`config.mk`:
```
export PLATFORM = sky130hd
export DESIGN_NAME = fetch_unit
export DESIGN_NICKNAME = d
export VERILOG_FILES = /design/src/rtl/fetch_unit.sv
export SDC_FILE = /design/constraint.sdc
export NUM_CORES = 1
export LEC_CHECK = 0
export ABC_AREA = 0
export CAP_MARGIN = 20
export CORE_UTILIZATION = 35
export CTS_CLUSTER_SIZE = 12
export DETAILED_ROUTE_END_ITERATION = 10
export GPL_ROUTABILITY_DRIVEN = 1
export GPL_TIMING_DRIVEN = 1
export PLACE_DENSITY = 0.6
export SYNTH_ARGS = -nofsm -noshare
export SYNTH_HDL_FRONTEND = slang
export SYNTH_SLANG_ARGS = --single-unit
export TNS_END_PERCENT = 10
```
`constraint.sdc`:
```
create_clock -name clk -period 11.56 [get_ports clk]
set_clock_uncertainty 0.1 [all_clocks]
set_input_delay 2.89 -clock clk [delete_from_list [all_inputs] [get_ports clk]]
set_output_delay 2.89 -clock clk [all_outputs]
set_load 0.01 [all_outputs]
```
`src/rtl/fetch_unit.sv`:
```
// Instruction-fetch front end: owns the PC, captures memory output into a fetch register.
// Latency: one cycle from current_pc to fetched_instruction/fetched_pc; taken branch costs one bubble.
// Backpressure: stall freezes PC and fetch register; branch_taken and start override stall.
module fetch_unit #(
    parameter logic [31:0] START_PC   = 32'd0,
    parameter int unsigned PC_LIMIT   = 4096,
    parameter logic [8:0]  HALT_INSTR = 9'b111111111
) (
    input  logic        clk,
    input  logic        reset,
    input  logic        start,
    input  logic        stall,
    input  logic        branch_taken,
    input  logic [31:0] branch_target,
    input  logic [8:0]  instruction_in,
    output logic [31:0] current_pc,
    output logic [8:0]  fetched_instruction,
    output logic [31:0] fetched_pc,
    output logic        fetch_valid,
    output logic        done,
    output logic        wrap_flag,
    output logic [31:0] fetch_count
);

    typedef enum logic [1:0] {IDLE, RUN, HALTED} state_t;

    state_t      state_q, state_d;
    logic [31:0] pc_q, pc_d;
    logic [8:0]  instr_q, instr_d;
    logic [31:0] fpc_q, fpc_d;
    logic        fvld_q, fvld_d;
    logic        wrap_q, wrap_d;
    logic [31:0] cnt_q, cnt_d;
    logic        at_last;

    assign at_last = (pc_q == 32'(PC_LIMIT - 1));

    always_ff @(posedge clk or posedge reset) begin
        if (reset) begin
            state_q <= IDLE;
            pc_q    <= START_PC;
            instr_q <= '0;
            fpc_q   <= '0;
            fvld_q  <= 1'b0;
            wrap_q  <= 1'b0;
            cnt_q   <= '0;
        end else begin
            state_q <= state_d;
            pc_q    <= pc_d;
            instr_q <= instr_d;
            fpc_q   <= fpc_d;
            fvld_q  <= fvld_d;
            wrap_q  <= wrap_d;
            cnt_q   <= cnt_d;
        end
    end

    always_comb begin
        state_d = state_q;
        pc_d    = pc_q;
        instr_d = instr_q;
        fpc_d   = fpc_q;
        fvld_d  = fvld_q;
        wrap_d  = wrap_q;
        cnt_d   = cnt_q;
        case (state_q)
            IDLE: begin
                pc_d   = START_PC;
                fvld_d = 1'b0;
                if (start) state_d = RUN;
            end
            RUN: begin
                if (start) begin
                    pc_d   = START_PC;
                    fvld_d = 1'b0;
                end else if (branch_taken) begin
                    // Instruction at the old PC is wrong-path; drop it.
                    pc_d   = branch_target % 32'(PC_LIMIT);
                    fvld_d = 1'b0;
                end else if (!stall) begin
                    instr_d = instruction_in;
                    fpc_d   = pc_q;
                    fvld_d  = 1'b1;
                    cnt_d   = cnt_q + 32'd1;
                    if (instruction_in == HALT_INSTR) begin
                        state_d = HALTED;
                    end else if (at_last) begin
                        pc_d   = '0;
                        wrap_d = 1'b1;
                    end else begin
                        pc_d = pc_q + 32'd1;
                    end
                end
            end
            HALTED: begin
                // Halt instruction is presented valid for exactly one cycle.
                fvld_d = 1'b0;
                if (start) begin
                    state_d = RUN;
                    pc_d    = START_PC;
                    wrap_d  = 1'b0;
                end
            end
            default: state_d = IDLE;
        endcase
    end

    assign current_pc          = pc_q;
    assign fetched_instruction = instr_q;
    assign fetched_pc          = fpc_q;
    assign fetch_valid         = fvld_q;
    assign done                = (state_q == HALTED);
    assign wrap_flag           = wrap_q;
    assign fetch_count         = cnt_q;

endmodule

```
==> key figures <==
Synth
  – Number of warnings reported in the yosys synthesis log: 0
  – Share of synthesized registers carrying an async set or reset: 100%
  – Leading cell types by total area after synthesis: sky130_fd_sc_hd__dfrtp_1, sky130_fd_sc_hd__mux2_2, sky130_fd_sc_hd__xnor2_1, sky130_fd_sc_hd__nand4_1, sky130_fd_sc_hd__a21oi_1
  – Yosys top cell area share: 52.6%
  – Most frequent cell after synthesis: sky130_fd_sc_hd__dfrtp_1
  – Top cell types by occurrence after synthesis: sky130_fd_sc_hd__dfrtp_1, sky130_fd_sc_hd__mux2_2, sky130_fd_sc_hd__nand2_1
  – Distinct cells, synth: 53
  – Sequential share of the synthesized area: 52.6%
  – Library cell with the largest summed area after synthesis: sky130_fd_sc_hd__dfrtp_1
  – Post-synthesis cell area: 0.00518 mm²
  – Yosys reg bits: 109
  – Synth Net Count: 519
  – Dominant register cell in the synthesized netlist: sky130_fd_sc_hd__dfrtp_1
  – Post-synthesis instance total: 471
  – Number of flops mapped to enable cells by yosys: 0
  – Average size of a mapped cell: 11.0 µm²

Global routing
  – Number of global-route vias before repair: 3995
  – First-pass GRT wire length: 20900 µm
  – Antenna violations before repair: 0
  – All-Layer GR Usage: 17.8%
  – Total global routing overflow: 0
  – Largest net degree at the start of global routing: 64

Clock network
  – Maximum level of the CTS H-tree: 3
  – CTS hold repair buffers: 0
  – Total setup buffers inserted after CTS: 0
  – Quantity of gates resized following cts: 0
  – Clock slew at reported path FFs: 70 ps
  – CTS buffer count: 9
  – Root cell of the clock tree: sky130_fd_sc_hd__clkbuf_16
  – Clock tree from TritonCTS: done
  – Number of sinks handled by clock tree synthesis: 109
  – Buffer depth of the longest clock path: 2
  – Insertion delay to the later sink of the worst-skew pair: 360 ps

Die
  – Die footprint: 0.0153 mm²
  – I/O pin cnt: 154
  – Area of the core: 0.0145 mm²
  – Horizontal die dimension: 124 µm
  – Initial Util: 35.8%
  – Die Y-Extent: 124 µm
  – Standard-cell row count: 44

Power and ir drop
  – Leakage dissipation: 2.82 nW
  – Part of the total power dissipated in the clock network: 38.1%
  – Switching part of the total power: 24.8%
  – Maximum VDD drop: 0.0763 mV
  – PD cells: 128 mW/mm²
  – Net switching component of the power: 0.000222 W
  – Power Internal: 0.000674 W
  – Fraction of power consumed by combinational cells: 13.8%
  – Sequential power share: 48.1%

Drt
  – Total number of vias: 4296
  – Number of DRC violations after detailed-routing iteration 0: 269
  – Average detailed-routed wire length per instance: 16.8 µm
  – Average vias per placed instance: 5.47
  – DRC errors left: 0
  – Total Wirelength: 13200 µm
  – Remaining number of nets flagged by the antenna check after routing: 0
  – Router iterations before antenna repair: 5

Timing
  – Count of final hold-check violations: 0
  – Highest Clock Rate: 183 MHz
  – Aggregate negative setup slack: 0 ps
  – Transition time of the tightest slew-check pin: 1030 ps
  – Final hold slack: 371 ps
  – Post-route minimum period: 5470 ps
  – Final number of max-transition violations: 0
  – Final period util: 47.3%
  – Setup repair after global routing missed its margin: no
  – Relative max-transition margin: 31.7%
  – Final setup violation count: 0
  – Final critical-path setup slack: 6090 ps

Setup path
  – Worst R2R Start: current_pc[0]
  – Arrival time at the worst endpoint: 5600 ps
  – Data required time of the critical path: 11700 ps
  – Launching instance or port of the critical path: start
  – Critical path startpoint category: input pin
  – Critical Path Sink Type: flip-flop
  – Peak fanout along the critical path: 34
  – Setup Crit Path Kind: input pin to flip-flop

Status
  – Run status: complete, no violations

Job
  – Max-Cap Viols: 0

Min path
  – Hold path startpoint: fetch_count[31]
  – Path category of the worst min-delay check: flip-flop to flip-flop

Finish
  – Number of antenna cells inserted: 0
  – Final-stage net count: 644
  – Area Growth Syn to Fin: 35.1%
  – Fraction of final layout cells with drive strength greater than 1: 13.1%

Place
  – Port Buffers: 133
  – Routability Congestion: 0.786
  – Worst slack at placement: 5710 ps
  – Post-detailed-placement half-perimeter wirelength: 9040 µm
==> worst max-delay path, cell delays in order <==
cell and delay [ps]:
sky130_fd_sc_hd__clkdlybuf4s50_1 560, sky130_fd_sc_hd__nor3b_2 520, sky130_fd_sc_hd__nand2_1 340, sky130_fd_sc_hd__nor2_4 390, sky130_fd_sc_hd__buf_4 470, sky130_fd_sc_hd__mux2_2 390
==> cell families (layout without fill, tap and decap cells) <==
logic type	count (synthesis)	in the layout	share of synthesized area (%)
AND/OR/NAND/NOR	168	168	18.6
flip-flops	109	109	52.6
AO/OA/AOI/OAI	86	86	11.1
multiplexers	42	42	9.13
buffers and inverters	33	163	2.85
XOR/XNOR	31	31	5.24
adder cells (fa/ha/maj)	2	2	0.483
==> power groups by stage <==
| stage | Clock, W | Combinational (W) | Sequential (W) |
|---|---|---|---|
| detailed placement | 0 | 0.000126 | 0.000437 |
| global placement | 0 | 0.000124 | 0.000436 |
| CTS | 0.000352 | 0.000126 | 0.000431 |
| finish | 0.000341 | 0.000124 | 0.000431 |
| global route | 0.000366 | 0.000134 | 0.000435 |
| floorplan | 0 | 0.0000455 | 0.000444 |
==> stage by stage <==
step / total power, W / area [µm²] / instances / util [%]
after global placement: 0.000560 / 6680 / 769 / 46.1
after detailed placement: 0.000563 / 6680 / 769 / 46.1
final: 0.000896 / 7000 / 785 / 48.4
after global routing: 0.000935 / 7000 / 785 / 48.4
after CTS: 0.000908 / 7000 / 785 / 48.4
after floorplan: 0.000490 / 5180 / 471 / -
==> per-layer routing <==
layer	global-route usage [%]	routed length, µm	up-vias
met1	24.9	5990	2154
met5	0	0	-
met3	3.71	778	15
li1	-	-	2003
met4	6.70	167	0
met2	26.9	6230	124
==> layout make-up <==
cell class / instances / area, µm²
Multi-Input combinational cell: 329 / 2310
Timing Repair Buffer: 138 / 1370
Clock buffer: 11 / 243
Sequential cell: 109 / 2730
Tap cell: 184 / 230
Clock inverter: 5 / 82.6
Inverter: 9 / 36.3
Fill cell: 1330 / 7480
==> cell usage in the layout (no fill, tap or decap), types with 8 or more instances in the layout <==
| master | count |
|---|---|
| sky130_fd_sc_hd__clkdlybuf4s50_1 | 133 |
| sky130_fd_sc_hd__mux2_2 | 42 |
| sky130_fd_sc_hd__or4_1 | 13 |
| sky130_fd_sc_hd__o21ai_0 | 20 |
| sky130_fd_sc_hd__nand2_1 | 28 |
| sky130_fd_sc_hd__nand4_1 | 22 |
| sky130_fd_sc_hd__a21oi_1 | 26 |
| sky130_fd_sc_hd__xnor2_1 | 19 |
| sky130_fd_sc_hd__nor2_1 | 21 |
| sky130_fd_sc_hd__clkbuf_16 | 9 |
| sky130_fd_sc_hd__nor3_1 | 13 |
| sky130_fd_sc_hd__o31ai_1 | 11 |
| sky130_fd_sc_hd__or3_1 | 10 |
| sky130_fd_sc_hd__inv_1 | 8 |
| sky130_fd_sc_hd__nand3_1 | 22 |
| sky130_fd_sc_hd__xor2_1 | 12 |
| sky130_fd_sc_hd__dfrtp_1 | 109 |
==> registers in the layout (all words and copies together), names as in the netlist <==
signal               count
state_q                  2
fetched_instruction      9
fetch_valid              1
current_pc              32
fetch_count             32
fetched_pc              32
wrap_flag                1
==> path summary, 6_finish.rpt <==
kind / slack (ps) / cells after the start / endpoint
min: 370 / 1 / fetch_count[31]
max reg2reg: 8480 / 6 / current_pc[31]
max in group asynchronous: 7220 / 3 / current_pc[10]
max: 6090 / 6 / fetched_pc[28]
min in group asynchronous: 2860 / 2 / fetched_instruction[0]
min reg2reg: 370 / 1 / fetch_count[31]
Note: power is estimated with default switching activity, not from simulation.
